**config.mk**
```make
export PLATFORM = sky130hd
export DESIGN_NAME = trap_ctrl
export DESIGN_NICKNAME = d
export VERILOG_FILES = /design/src/rtl/trap_ctrl.sv
export SDC_FILE = /design/constraint.sdc
export NUM_CORES = 1
export LEC_CHECK = 0
export ABC_AREA = 1
export BUFFER_PORTS_ARGS = -buffer_cell sky130_fd_sc_hd__buf_2
export CAP_MARGIN = 20
export CORE_MARGIN = 4
export CORE_UTILIZATION = 30
export DETAILED_ROUTE_END_ITERATION = 10
export GPL_ROUTABILITY_DRIVEN = 1
export HOLD_SLACK_MARGIN = 0.1
export PLACE_DENSITY = 0.59
export SYNTH_ARGS = -nofsm -noshare
export SYNTH_HDL_FRONTEND = slang
export SYNTH_SLANG_ARGS = --single-unit
```
**constraint.sdc**
```tcl
create_clock -name clk -period 4.1 [get_ports clk]
set_input_delay 1.23 -clock clk [delete_from_list [all_inputs] [get_ports clk]]
set_output_delay 1.23 -clock clk [all_outputs]
set_load 0.05 [all_outputs]
```
**src/rtl/trap_ctrl.sv**
```systemverilog
// trap_ctrl: sequences ecall/mret trap side effects onto the single CSR write port and issues a PC redirect.
// Optional interrupt entry is built in when TRAP_CTRL_IRQ_EN is defined.
module trap_ctrl #(
  parameter int                    DATA_WIDTH  = 32,
  parameter int                    ADDR_WIDTH  = 12,
  parameter logic [DATA_WIDTH-1:0] ECALL_CAUSE = DATA_WIDTH'(32'hb)
) (
  input  logic                  clk,
  input  logic                  rst,
  input  logic                  req_valid,
  output logic                  req_ready,
  input  logic                  req_ecall,
  input  logic                  req_mret,
  input  logic [DATA_WIDTH-1:0] req_pc,
  output logic [ADDR_WIDTH-1:0] csr_raddr,
  input  logic [DATA_WIDTH-1:0] csr_rdata,
  output logic                  csr_wen,
  output logic [ADDR_WIDTH-1:0] csr_waddr,
  output logic [DATA_WIDTH-1:0] csr_wdata,
  output logic                  redirect_valid,
  output logic [DATA_WIDTH-1:0] redirect_pc,
`ifdef TRAP_CTRL_IRQ_EN
  input  logic                  irq,
  input  logic [DATA_WIDTH-1:0] irq_pc,
`endif
  output logic                  busy
);

  localparam logic [ADDR_WIDTH-1:0] CSR_MSTATUS = ADDR_WIDTH'(12'h300);
  localparam logic [ADDR_WIDTH-1:0] CSR_MTVEC   = ADDR_WIDTH'(12'h305);
  localparam logic [ADDR_WIDTH-1:0] CSR_MEPC    = ADDR_WIDTH'(12'h341);
  localparam logic [ADDR_WIDTH-1:0] CSR_MCAUSE  = ADDR_WIDTH'(12'h342);
  localparam logic [DATA_WIDTH-1:0] IRQ_CAUSE   = {1'b1, {(DATA_WIDTH-5){1'b0}}, 4'hb};
  localparam int MIE_BIT  = 3;
  localparam int MPIE_BIT = 7;

  typedef enum logic [2:0] {
    S_IDLE    = 3'd0,
    S_T_EPC   = 3'd1,
    S_T_CAUSE = 3'd2,
    S_T_STAT  = 3'd3,
    S_M_STAT  = 3'd4,
    S_REDIR   = 3'd5
  } state_t;

  state_t                state_q, state_d;
  logic [DATA_WIDTH-1:0] pc_q, pc_d;
  logic [DATA_WIDTH-1:0] mstat_q, mstat_d;
  logic [DATA_WIDTH-1:0] target_q, target_d;
  logic                  irq_cause_q, irq_cause_d;
  logic                  irq_take_s;
  logic [DATA_WIDTH-1:0] irq_pc_s;

  function automatic logic [DATA_WIDTH-1:0] trap_mstatus(input logic [DATA_WIDTH-1:0] s);
    logic [DATA_WIDTH-1:0] r;
    r           = s;
    r[MPIE_BIT] = s[MIE_BIT];
    r[MIE_BIT]  = 1'b0;
    r[12:11]    = 2'b11;
    return r;
  endfunction

  function automatic logic [DATA_WIDTH-1:0] mret_mstatus(input logic [DATA_WIDTH-1:0] s);
    logic [DATA_WIDTH-1:0] r;
    r           = s;
    r[MIE_BIT]  = s[MPIE_BIT];
    r[MPIE_BIT] = 1'b1;
    r[12:11]    = 2'b11;
    return r;
  endfunction

`ifdef TRAP_CTRL_IRQ_EN
  // In IDLE csr_raddr points at mstatus, so csr_rdata carries the live MIE bit.
  assign irq_take_s = (state_q == S_IDLE) & irq & ~req_valid & csr_rdata[MIE_BIT];
  assign irq_pc_s   = irq_pc;
`else
  assign irq_take_s = 1'b0;
  assign irq_pc_s   = {DATA_WIDTH{1'b0}};
`endif

  // State and latched trap context registers.
  always_ff @(posedge clk or posedge rst) begin
    if (rst) begin
      state_q     <= S_IDLE;
      pc_q        <= {DATA_WIDTH{1'b0}};
      mstat_q     <= {DATA_WIDTH{1'b0}};
      target_q    <= {DATA_WIDTH{1'b0}};
      irq_cause_q <= 1'b0;
    end else begin
      state_q     <= state_d;
      pc_q        <= pc_d;
      mstat_q     <= mstat_d;
      target_q    <= target_d;
      irq_cause_q <= irq_cause_d;
    end
  end

  // Next-state and context capture.
  always_comb begin
    state_d     = state_q;
    pc_d        = pc_q;
    mstat_d     = mstat_q;
    target_d    = target_q;
    irq_cause_d = irq_cause_q;
    case (state_q)
      S_IDLE: begin
        if (req_valid) begin
          pc_d        = req_pc;
          mstat_d     = csr_rdata;
          irq_cause_d = 1'b0;
          if (req_ecall) begin
            state_d = S_T_EPC;
          end else if (req_mret) begin
            state_d = S_M_STAT;
          end else begin
            state_d = S_IDLE;
          end
        end else if (irq_take_s) begin
          pc_d        = irq_pc_s;
          irq_cause_d = 1'b1;
          state_d     = S_T_EPC;
        end else begin
          state_d = S_IDLE;
        end
      end
      S_T_EPC: begin
        mstat_d = csr_rdata;
        state_d = S_T_CAUSE;
      end
      S_T_CAUSE: state_d = S_T_STAT;
      S_T_STAT: begin
        target_d = {csr_rdata[DATA_WIDTH-1:2], 2'b00};
        state_d  = S_REDIR;
      end
      S_M_STAT: begin
        target_d = csr_rdata;
        state_d  = S_REDIR;
      end
      S_REDIR: state_d = S_IDLE;
      default: state_d = S_IDLE;
    endcase
  end

  // Outputs decoded from state and latched context only.
  always_comb begin
    req_ready      = 1'b0;
    busy           = 1'b1;
    csr_raddr      = CSR_MSTATUS;
    csr_wen        = 1'b0;
    csr_waddr      = {ADDR_WIDTH{1'b0}};
    csr_wdata      = {DATA_WIDTH{1'b0}};
    redirect_valid = 1'b0;
    redirect_pc    = {DATA_WIDTH{1'b0}};
    case (state_q)
      S_IDLE: begin
        req_ready = ~irq_take_s;
        busy      = 1'b0;
      end
      S_T_EPC: begin
        csr_wen   = 1'b1;
        csr_waddr = CSR_MEPC;
        csr_wdata = pc_q;
      end
      S_T_CAUSE: begin
        csr_wen   = 1'b1;
        csr_waddr = CSR_MCAUSE;
        csr_wdata = irq_cause_q ? IRQ_CAUSE : ECALL_CAUSE;
      end
      S_T_STAT: begin
        csr_raddr = CSR_MTVEC;
        csr_wen   = 1'b1;
        csr_waddr = CSR_MSTATUS;
        csr_wdata = trap_mstatus(mstat_q);
      end
      S_M_STAT: begin
        csr_raddr = CSR_MEPC;
        csr_wen   = 1'b1;
        csr_waddr = CSR_MSTATUS;
        csr_wdata = mret_mstatus(mstat_q);
      end
      S_REDIR: begin
        redirect_valid = 1'b1;
        redirect_pc    = target_q;
      end
      default: begin
        busy = 1'b0;
      end
    endcase
  end

endmodule

```
==> summary.txt, run 1 <==
status: completed
max cap viols: 0
final setup margin: 559 ps
vias: 3997
final hold slack: 487 ps
Pleak: 3.28 nW
total I/O pin count: 161
RSZ-0062 raised after global routing: false
TritonCTS Buffers: 9
Clk pin slew, worst setup/hold paths: 70 ps
CP Capture Type: primary output
sequential share of the synthesized area: 53.5%
worst-skew pair later-pin latency: 350 ps
PostCTS Resize Cnt: 0
Max-slew headroom: 38.6%
type of origin of the critical path: register
Final Setup Violations: 0
synthesized area per cell: 7.76 um^2
die area: 17200 um^2
Setup Buffers After CTS: 0
critical path type: register to primary output
vias in the first global route: 3954
Synth Warn #: 0
grt ovf: 0
DRC Markers: 0
Placement Setup Slack: 920 ps
type of the tightest min-delay check: register to register
Final Hold Fails: 0
final WL: 12.6 mm
first-pass GRT wire length: 20.1 mm
Synth top area share: 53.5%
EDFF count, synth: 0
Cell Pwr Density: 949 nW/um^2
synth top area cells: dfrtp_1 (53%), nand2_1 (17%), inv_1 (6.0%)
hpwl dp: 8.69 mm
core area: 14700 um^2
Max Fclk: 282 MHz
# diodes: 0
Yosys reg bits: 97
Post-DP Area: 5350 um^2
fin crit period: 3540 ps
Nets: 784
TritonCTS clock tree: built
Worst Tran Pin Value: 921 ps
Synth area leader: dfrtp_1
setup_tns: 0 ps
crit-path max FO: 66
htree depth: 3
die span in x: 131 um
Max IR drop VDD: 0.000355 V
count of unique library cells instantiated by Yosys: 21
Mapped Cells: 585
initial core utilization: 30.9%
vias per cell: 4.43
antenna violations before repair: 0
die height: 131 um
drt wl/cell: 13.9 um
Detailed Route Iter0 Violations: 203
Tcrit/Tclk final: 86.4%
Data required, critical path: 2870 ps
clk_skew: 5.81 ps
Max Transition Viols Final: 0
Post-synth top cells: nand2_1 (201), dfrtp_1 (97), inv_1 (73), nor2_1 (46), o21ai_1 (39)
Synth Flop Type: dfrtp_1
root buffer cell: clkbuf_16
Final Instance Area: 5700 um^2
Hold Buf Count CTS: 0
DRT Pass-1 Iters: 4
largest net degree at the start of global routing: 96
antenna-violating nets left: 0
num rows: 44
Routability Congestion: 0.773
clk sinks: 97
Port Buf Inserts: 144
GRT Util Overall: 15.1%
cell with the most instances after synthesis: nand2_1
share of layout cells above drive strength 1: 24.5%
area of the mapped netlist: 4540 um^2
overall power: 5.41 mW
Clock Tree Buf Depth: 2
ys async rst share: 100%
crit path DAT: 2310 ps
area grow syn2layout: 25.5%
==> cell families (layout without fill, tap and decap cells) <==
kind of cell | count (synthesis) | in the layout | share of synthesized area [%]
AO/OA/AOI/OAI | 73 | 73 | 8.16
adder cells (fa/ha/maj) | 1 | 1 | 0.276
buffers and inverters | 125 | 245 | 12.8
flip-flops | 97 | 97 | 53.5
other | 2 | 16 | 0.165
AND/OR/NAND/NOR | 287 | 287 | 25.2
==> final cells by class <==
type / count / area, um^2
timing repair buffer: 153 / 828
clock inverter: 6 / 92.6
clock buffer: 10 / 229
inverter: 76 / 288
sequential: 97 / 2430
multi-input combinational: 377 / 1600
tap: 184 / 230
fill: 1583 / 9000
==> path summary, 6_finish.rpt <==
path / startpoint / endpoint / cells past startpoint / slack [ps]
worst max-delay path: state_q[0] / csr_waddr[9] / 6 / 560
worst min-delay path: pc_q[23] / pc_q[23] / 2 / 490
min in group asynchronous: rst / target_q[11] / 2 / 920
worst min register to register: pc_q[23] / pc_q[23] / 2 / 490
worst max register to register: state_q[2] / mstat_q[25] / 7 / 2030
max in group asynchronous: rst / state_q[0] / 3 / 2600
==> worst max-delay path, stage by stage, from the launching register on <==
cell,delay [ps]
dfrtp_1,430
nor2_2,210
nand2_1,160
nand2_4,580
inv_1,190
nand2_1,120
buf_2,260
==> routing by layer <==
| metal | vias to the layer above | global-route usage [%] | wire (um) |
|---|---|---|---|
| met2 | 133 | 23.9 | 5700 |
| met1 | 1837 | 20.0 | 5580 |
| li1 | 2011 | - | - |
| met5 | - | 0 | 0 |
| met4 | 0 | 5.81 | 258 |
| met3 | 16 | 3.62 | 1050 |
==> stage by stage <==
step | util [%] | std cells
floorplan | - | 599
global placement | 36.2 | 885
detailed placement | 36.4 | 886
CTS | 38.6 | 902
global route | 38.7 | 903
finish | 38.7 | 903
==> sequential cells by signal (all words and copies together) (netlist names) <==
register,flops
state_q,3
mstat_q,30
target_q,32
pc_q,32
==> cell usage in the layout (no fill, tap or decap) <==
cell type,netlist,routed
o21ai_0,24,24
nand3_1,35,35
nand3_2,2,1
clkbuf_16,0,9
ha_1,1,1
buf_4,23,7
inv_1,73,72
nand2_1,201,200
o21ai_1,39,39
clkbuf_1,12,1
buf_2,12,144
bufinv_16,0,2
inv_2,3,3
or2_1,1,1
dfrtp_1,97,97
inv_4,0,1
nor2_2,1,1
o211ai_1,2,2
nand2_4,0,1
conb_1,2,16
clkinv_4,0,2
nand3b_1,1,1
buf_16,0,2
a21oi_1,8,8
clkinvlp_4,0,2
nand3_4,0,1
nor2_1,46,46
==> where the power goes <==
group,switching [mW],internal [mW]
Clock,0.378,0.537
Sequential,0.208,1.43
Combinational,2.16,0.690
Note: power is estimated with default switching activity, not from simulation.
==> run 2, diff against run 1 <==
--- a/config.mk
+++ b/config.mk
@@ -13,7 +13,6 @@
 export DETAILED_ROUTE_END_ITERATION = 10
 export GPL_ROUTABILITY_DRIVEN = 1
 export HOLD_SLACK_MARGIN = 0.1
-export PLACE_DENSITY = 0.59
 export SYNTH_ARGS = -nofsm -noshare
 export SYNTH_HDL_FRONTEND = slang
 export SYNTH_SLANG_ARGS = --single-unit
==> summary.txt, run 2 (same netlist as run 1, synthesis figures left out) <==
Data required, critical path: 2870 ps (about the same)
vias in the first global route: 3933 (-0.53%)
die span in x: 131 um (unchanged)
largest net degree at the start of global routing: 96 (unchanged)
max cap viols: 0 (unchanged)
RSZ-0062 raised after global routing: false
die height: 131 um (unchanged)
num rows: 44 (unchanged)
Routability Congestion: 0.794 (+2.7%)
Setup Buffers After CTS: 0 (unchanged)
crit-path max FO: 42 (-36%)
Final Instance Area: 5690 um^2 (about the same)
antenna-violating nets left: 0 (unchanged)
switching pwr: 2.74 mW (-0.42%)
die area: 17200 um^2 (unchanged)
type of the tightest min-delay check: register to register
Tcrit/Tclk final: 84.5% (-1.9 points)
first-pass GRT wire length: 20.0 mm (-0.76%)
Cell Pwr Density: 953 nW/um^2 (+0.35%)
CP most frequent cell: nand2_1
share of layout cells above drive strength 1: 24.6% (+0.14 points)
commonest non-fill, non-tap cell in the layout: nand2_1
worst stage delay on the critical path: 440 ps (-140 ps)
hpwl dp: 9.13 mm (+5.0%)
overall power: 5.42 mW (+0.33%)
TritonCTS Buffers: 9 (unchanged)
final hold slack: 486 ps (-0.615 ps)
core area: 14700 um^2 (unchanged)
Worst Tran Pin Value: 930 ps (+9.23 ps)
worst-path cell with the longest stage delay: dfrtp_1
# diodes: 0 (unchanged)
total I/O pin count: 161 (unchanged)
GRT Util Overall: 15.1% (-0.027 points)
Clk pin slew, worst setup/hold paths: 70 ps (about the same)
Nets: 785 (+0.13%)
type of origin of the critical path: register
Max-slew headroom: 38.0% (-0.62 points)
clk_skew: 7.58 ps (+1.77 ps)
Hold Buf Count CTS: 0 (unchanged)
DRC Markers: 0 (unchanged)
Final Hold Fails: 0 (unchanged)
initial core utilization: 30.9% (unchanged)
sequential group share of total power: 30.1% (-0.2 points)
grt ovf: 0 (unchanged)
worst-skew pair later-pin latency: 350 ps (about the same)
Max Transition Viols Final: 0 (unchanged)
Post-DP Area: 5330 um^2 (-0.23%)
Max IR drop VDD: 0.000636 V (+79%)
vias: 3953 (-1.1%)
Final Setup Violations: 0 (unchanged)
Max Fclk: 289 MHz (+2.2%)
PostCTS Resize Cnt: 0 (unchanged)
critical path type: register to primary output
Port Buf Inserts: 144 (unchanged)
setup_tns: 0 ps (unchanged)
Fillers: 1557 (-1.6%)
power share of the combinational group: 52.3% (-0.4 points)
TritonCTS clock tree: built
root buffer cell: clkbuf_16
final WL: 12.8 mm (+1.7%)
drt wl/cell: 14.2 um (+1.7%)
fin crit period: 3460 ps (-76.3 ps)
biggest regs: pc_q: 32 flops, target_q: 32 flops, mstat_q: 30 flops
switching share of power: 50.5% (-0.38 points)
Detailed Route Iter0 Violations: 183 (-9.9%)
CP Capture Type: primary output
most frequent cells in the layout: nand2_1 (200), buf_2 (144), dfrtp_1 (97)
htree depth: 3 (unchanged)
clk sinks: 97 (unchanged)
clock power share: 17.6% (+0.7 points)
Pleak: 3.29 nW (+0.31%)
crit-path cells: nor2_2 -> nand2_1 -> nand2_4 -> buf_4 -> nand2_1 -> nand2_1 -> buf_2
crit path DAT: 2230 ps (-80 ps)
status: completed
P_int: 2.69 mW (+1.1%)
antenna violations before repair: 0 (unchanged)
area grow syn2layout: 25.4% (about the same)
DRT Pass-1 Iters: 5 (+1)
Clock Tree Buf Depth: 2 (unchanged)
vias per cell: 4.38 (-1.1%)
run 2: cell count changes in the layout (fill, tap and decap cells not counted), sizes merged:
cell      delta
clkinvlp     -1
clkbuf       -1
bufinv       +1
buf          +1
run 2: worst paths after layout:
kind                                      to        from  slack (ps)  depth (start not counted)
worst min register to register      pc_q[17]    pc_q[17]         490                          2
max in group asynchronous        mstat_q[26]         rst        2520                          4
worst max-delay path            csr_wdata[8]  state_q[0]         640                          7
worst max register to register    mstat_q[8]  state_q[2]        2100                          7
worst min-delay path                pc_q[17]    pc_q[17]         490                          2
min in group asynchronous       target_q[17]         rst         760                          2
run 2: critical path: cells and delay by family, from the launching register on:
| kind | cells | cell delay (ps) |
|---|---|---|
| simple gates | 5 | 920 |
| flops | 1 | 440 |
| buf+inv | 2 | 530 |
run 2: power by group through the flow:
stage	clock network [mW]	logic [mW]	registers (mW)
after floorplan	0	2.27	1.59
after global placement	0	2.85	1.63
after detailed placement	0	2.87	1.65
after CTS	0.982	2.88	1.64
after global routing	1.02	3.13	1.69
final	0.953	2.84	1.64
run 2: final cells by class:
| cell class | count | area (um^2) | area share (%) |
|---|---|---|---|
| multi-input cells | 377 | 1600 | 28.1 |
| repair buffers | 154 | 816 | 14.3 |
| inverters | 76 | 288 | 5.05 |
| well taps | 184 | 230 | 4.04 |
| clock inverters | 6 | 108 | 1.89 |
| clock buffers | 9 | 225 | 3.96 |
| flip-flops and latches | 97 | 2430 | 42.6 |
run 2: stage by stage:
| stage | util [%] | cells | worst slack, ps |
|---|---|---|---|
| 2_1_floorplan | - | 599 | 336 |
| 3_3_place_gp | 36.3 | 887 | 1030 |
| 3_5_place_dp | 36.3 | 887 | 990 |
| 4_1_cts | 38.6 | 902 | 596 |
| 5_1_grt | 38.7 | 903 | 468 |
| 6_report | 38.7 | 903 | 635 |
run 2: layer usage:
layer | track usage (%) | part of all wire (%) | vias to the layer above
met3 | 5.16 | 7.1 | 13
met4 | 2.90 | 0.77 | 0
li1 | - | - | 2006
met5 | 0 | 0 | -
met2 | 24.8 | 47 | 115
met1 | 19.4 | 45 | 1819
